## config.mk

```make
export PLATFORM = sky130hd
export DESIGN_NAME = hazard_unit
export DESIGN_NICKNAME = d
export VERILOG_FILES = /design/src/rtl/hazard_unit.sv
export SDC_FILE = /design/constraint.sdc
export NUM_CORES = 1
export LEC_CHECK = 0
export CAP_MARGIN = 0
export CORE_MARGIN = 5
export CORE_UTILIZATION = 43
export DETAILED_ROUTE_END_ITERATION = 7
export PLACE_DENSITY = 0.77
export SETUP_SLACK_MARGIN = 0.4
export SLEW_MARGIN = 10
export SYNTH_ARGS = -nofsm -noshare
export SYNTH_HDL_FRONTEND = slang
export SYNTH_SLANG_ARGS = --single-unit
```

## constraint.sdc

```tcl
create_clock -name clk -period 2.5 [get_ports clk]
set_input_delay 0.25 -clock clk [delete_from_list [all_inputs] [get_ports clk]]
set_output_delay 0.25 -clock clk [all_outputs]
set_load 0.02 [all_outputs]
```

## src/rtl/hazard_unit.sv

```systemverilog
// Hazard unit for the five-stage pipeline: operand forwarding selects, stall/flush
// control, a HI/LO busy counter for multiply/divide and saturating stall/flush counters.
module hazard_unit #(
    parameter int MD_LATENCY = 8,
    parameter int CNT_W      = 32
) (
    input  logic             clk,
    input  logic             reset,
    input  logic [4:0]       RsD,
    input  logic [4:0]       RtD,
    input  logic [4:0]       RsE,
    input  logic [4:0]       RtE,
    input  logic [4:0]       WriteRegE,
    input  logic [4:0]       WriteRegM,
    input  logic [4:0]       WriteRegW,
    input  logic             RegWriteE,
    input  logic             RegWriteM,
    input  logic             RegWriteW,
    input  logic             MemtoRegE,
    input  logic             MemtoRegM,
    input  logic             BranchD,
    input  logic             PCSrcD,
    input  logic             MultDivD,
    input  logic             MfhiloD,
    input  logic             MDStartE,
    output logic [1:0]       ForwardAE,
    output logic [1:0]       ForwardBE,
    output logic             ForwardAD,
    output logic             ForwardBD,
    output logic             StallF,
    output logic             StallD,
    output logic             FlushE,
    output logic             FlushD,
    output logic             MdBusy,
    output logic [CNT_W-1:0] StallCount,
    output logic [CNT_W-1:0] FlushCount
);

    localparam logic [7:0] MD_LOAD = 8'(MD_LATENCY);

    logic [7:0] md_cnt;
    logic       lwstall;
    logic       branchstall;
    logic       mdstall;
    logic       stall;
    logic       flush_d;

    // Register 0 is hardwired, so a match against it is never a hazard.
    function automatic logic reg_match(input logic [4:0] src, input logic [4:0] dst);
        return (src != 5'd0) && (src == dst);
    endfunction

    function automatic logic [1:0] fwd_sel(input logic [4:0] src,
                                           input logic [4:0] wr_m, input logic we_m,
                                           input logic [4:0] wr_w, input logic we_w);
        if (we_m && reg_match(src, wr_m))
            return 2'b10;
        else if (we_w && reg_match(src, wr_w))
            return 2'b01;
        else
            return 2'b00;
    endfunction

    always_comb begin
        lwstall     = MemtoRegE && RegWriteE &&
                      (reg_match(RsD, WriteRegE) || reg_match(RtD, WriteRegE));
        branchstall = BranchD &&
                      ((RegWriteE && (reg_match(RsD, WriteRegE) || reg_match(RtD, WriteRegE))) ||
                       (MemtoRegM && (reg_match(RsD, WriteRegM) || reg_match(RtD, WriteRegM))));
        mdstall     = MdBusy && (MultDivD || MfhiloD);
        stall       = !reset && (lwstall || branchstall || mdstall);
        flush_d     = !reset && PCSrcD && !stall;
    end

    // Every combinational control is forced quiet while reset is held.
    always_comb begin
        ForwardAE = 2'b00;
        ForwardBE = 2'b00;
        ForwardAD = 1'b0;
        ForwardBD = 1'b0;
        if (!reset) begin
            ForwardAE = fwd_sel(RsE, WriteRegM, RegWriteM, WriteRegW, RegWriteW);
            ForwardBE = fwd_sel(RtE, WriteRegM, RegWriteM, WriteRegW, RegWriteW);
            ForwardAD = RegWriteM && reg_match(RsD, WriteRegM);
            ForwardBD = RegWriteM && reg_match(RtD, WriteRegM);
        end
    end

    assign StallF = stall;
    assign StallD = stall;
    assign FlushE = stall;
    assign FlushD = flush_d;
    assign MdBusy = (md_cnt != 8'd0);

    // An issue while the unit is busy is dropped; the running count is never extended.
    always_ff @(posedge clk or posedge reset) begin
        if (reset)
            md_cnt <= 8'd0;
        else if (md_cnt == 8'd0) begin
            if (MDStartE)
                md_cnt <= MD_LOAD;
        end else
            md_cnt <= md_cnt - 8'd1;
    end

    always_ff @(posedge clk or posedge reset) begin
        if (reset) begin
            StallCount <= '0;
            FlushCount <= '0;
        end else begin
            if (stall && (StallCount != '1))
                StallCount <= StallCount + CNT_W'(1);
            if (flush_d && (FlushCount != '1))
                FlushCount <= FlushCount + CNT_W'(1);
        end
    end

endmodule
```

==> summary.txt <==
Critical path
  • Req. time, crit path: 2.25 ns
  • Startpoint class of the critical path: primary input
  • Arrival time reported for the critical path endpoint: slightly below 2 ns
  • Setup slack of the most critical reg-to-reg path: 0.33 ns
  • Maximum fanout along the worst path: 3
  • CP Class: in -> out
  • Kind of end point of the critical path: output pin

Pwr
  • Static Leak: 3.21 nW
  • Max IR drop VDD: 0.568 mV
  • Power density of the placed cells: 582 nW/µm²

Global routing
  • Maximum number of pins on one net before global-route repair: 53
  • Vias in the first global route: about 4,400
  • Antenna violations before repair: 0
  • Global-route wire length before repair: 21,300 µm
  • All-layer global routing usage: 22.7%
  • Total congestion overflow: 0

Clock network
  • Clk root buf: clkbuf_8
  • Number of clock sinks: 72
  • H-Tree Level Count: 3
  • TritonCTS buffer count: 9
  • Bufs on Longest Clock Path: 2
  • Clock tree from TritonCTS: yes
  • Clock slew seen by the registers of the worst setup and hold paths: 0.08 ns
  • Clock insertion delay at the later pin of the skew report: 0.35 ns

Timing
  • Final setup vio count: 0
  • Clock Skews: 0.0141 ns
  • Final Cycle Share: 87.8%
  • Min Tclk post-route: 2.20 ns
  • Setup repair after global routing missed its margin: true
  • Tightest Pin Transition: 0.671 ns
  • Max_slew headroom: 55.3%
  • Achievable Freq: 455 MHz
  • Final hold vios: 0
  • Max Transition Viols Final: 0

Synth
  • Warnings, synthesis: 0
  • Area share of the largest cell type after synthesis: 43.4%
  • Sequential element share of the synthesized area: 43.4%
  • Number of instances in the synthesized netlist: 428
  • Dominant register cell in the synthesized netlist: dfrtp_1
  • Cell with the most instances after synthesis: dfrtp_1
  • Avg Cell Area, Syn: roughly 9.7 µm²
  • Mapped cell area: between 4000 and 5000 µm²
  • Distinct cell type count after synthesis: 43
  • Most area-consuming cells after synthesis: dfrtp_1 43%, xnor2_1 12%, xor2_1 9.9%
  • Library cell with the largest summed area after synthesis: dfrtp_1
  • Yosys reg bits: just over 70
  • Post-synth top cells: 72 x dfrtp_1, 56 x xnor2_1, 47 x xor2_1
  • Synth Net Count: 478
  • Share of flip-flops with an asynchronous set or reset: 100%
  • Number of flops mapped to enable cells by yosys: 0

Place
  • Count of port buffers added during placement: between 100 and 150
  • Total half-perimeter wirelength after legalization and detailed placement: 8840 µm
  • Post-detailed-placement cell area: roughly 6000 µm²
  • Weighted congestion at the end of routability-driven global placement: ~0.86

Detailed routing
  • Total wirelength of the detailed-routed design: 13,600 µm
  • Antenna-violating nets left: 0
  • Drt first-iter violations: roughly 130
  • Vias after detailed routing: 4,223
  • First drt pass iteration count: 4
  • Vias per cell: roughly 5.4
  • Average wire per standard cell: 17.3 µm
  • DRC violations left: 0

Floorplan
  • Initial core utilization: between 40% and 50%
  • Die Footprint: 11,700 µm²
  • Number of rows in the core area: 35
  • Floorplan Core Area: 9330 µm²
  • Die Y-Extent: ~110 µm
  • I/O pin count: roughly 120
  • Die boundary width: between 100 and 150 µm

Cells and area
  • Final nets: 702
  • Layout Cell Area excl Fill: 7150 µm²
  • Share of post-route cells with drive strength above 1: 35.9%
  • Ant. Diodes: 0
  • Final core utilization: 76.7%
  • Area growth from synthesis to layout: 72.4%

Status
  • Outcome: completed

Run
  • Count of maximum capacitance violations: 0

Hold path
  • Hold WC Path Type: reg -> reg
[layout make-up]
type | count | area, µm²
repair buffers | 224 | 2120
fillers | 617 | 2180
multi-input cells | 335 | 2850
clock inverters | 6 | 43.8
well taps | 129 | 161
inverters | 10 | 41.3
clock buffers | 10 | 128
flip-flops and latches | 72 | 1800
[kinds of logic (layout without fill, tap and decap cells)]
group,Yosys count,count (layout),synth area share [%]
xor+xnor,103,103,21.7
compound gates,18,18,3.11
fa+ha+maj,3,3,0.905
simple gates,206,206,26.8
buf+inv,21,250,2.65
flops,72,72,43.4
mux,5,5,1.36
[power breakdown]
group	switching (W)	total, W	internal (W)
registers	0.000199	0.00153	0.00133
clock network	0.000468	0.000832	0.000364
logic	0.000781	0.00180	0.00102
[flip-flops by register name, indices dropped and copies added (netlist names)]
signal,flops
FlushCount,32
StallCount,32
md_cnt,8
[per-layer routing]
metal  share of wire [%]  GRT usage [%]  vias to the layer above
li1                    -              -                     1959
met1                  39           27.0                     2081
met2                  53           40.3                      152
met3                 5.6           4.96                       31
met4                 2.6           8.03                        0
met5                   0              0                        -
[cells in the final DEF, fill, tap and decap left out, types with 19 or more instances in the layout]
cell type,Yosys,routed
buf_4,2,75
buf_6,1,26
clkdlybuf4s50_1,0,90
dfrtp_1,72,71
nand2_1,44,34
nand3_1,31,22
nand4_1,20,20
nor2_1,34,19
xnor2_1,56,52
xor2_1,47,47
[worst max-delay path: stages]
cell	delay [ns]
clkdlybuf4s15_2	0.21
or4_4	0.49
o211a_1	0.26
or4b_4	0.21
a21boi_4	0.16
and2_4	0.17
nor2_4	0.05
buf_6	0.14
[stage by stage]
step | hold slack (ns) | setup TNS, ns | std cells | total power, W | setup WS, ns
floorplan | 0.419 | 0 | 428 | 0.00209 | 0.0407
global placement | 0.471 | -13.26 | 712 | 0.00256 | -0.407
detailed placement | 0.480 | -18.79 | 712 | 0.00261 | -0.476
CTS | 0.479 | 0 | 774 | 0.00380 | 0.316
global route | 0.521 | 0 | 786 | 0.00437 | 0.261
finish | 0.499 | 0 | 786 | 0.00416 | 0.304
[what timing repair did]
action / CTS / global route
pin swaps: 29 / 42
gates cloned: 2 / 1
hold buffers: 0 / 0
buffers inserted: 44 / 11
endpoints found under the setup margin: 75 / 72
resized for setup: 125 / 84
[path summary, 6_finish.rpt]
check	from	cells after the start	to
worst max-delay path	RtD[3]	8	StallF
max in group asynchronous	reset	3	FlushCount[2]
min in group asynchronous	reset	3	StallCount[3]
worst min-delay path	FlushCount[11]	1	FlushCount[11]
worst min register to register	FlushCount[11]	1	FlushCount[11]
worst max register to register	md_cnt[0]	10	StallCount[1]
No activity file was read; power rests on OpenSTA's default activity.
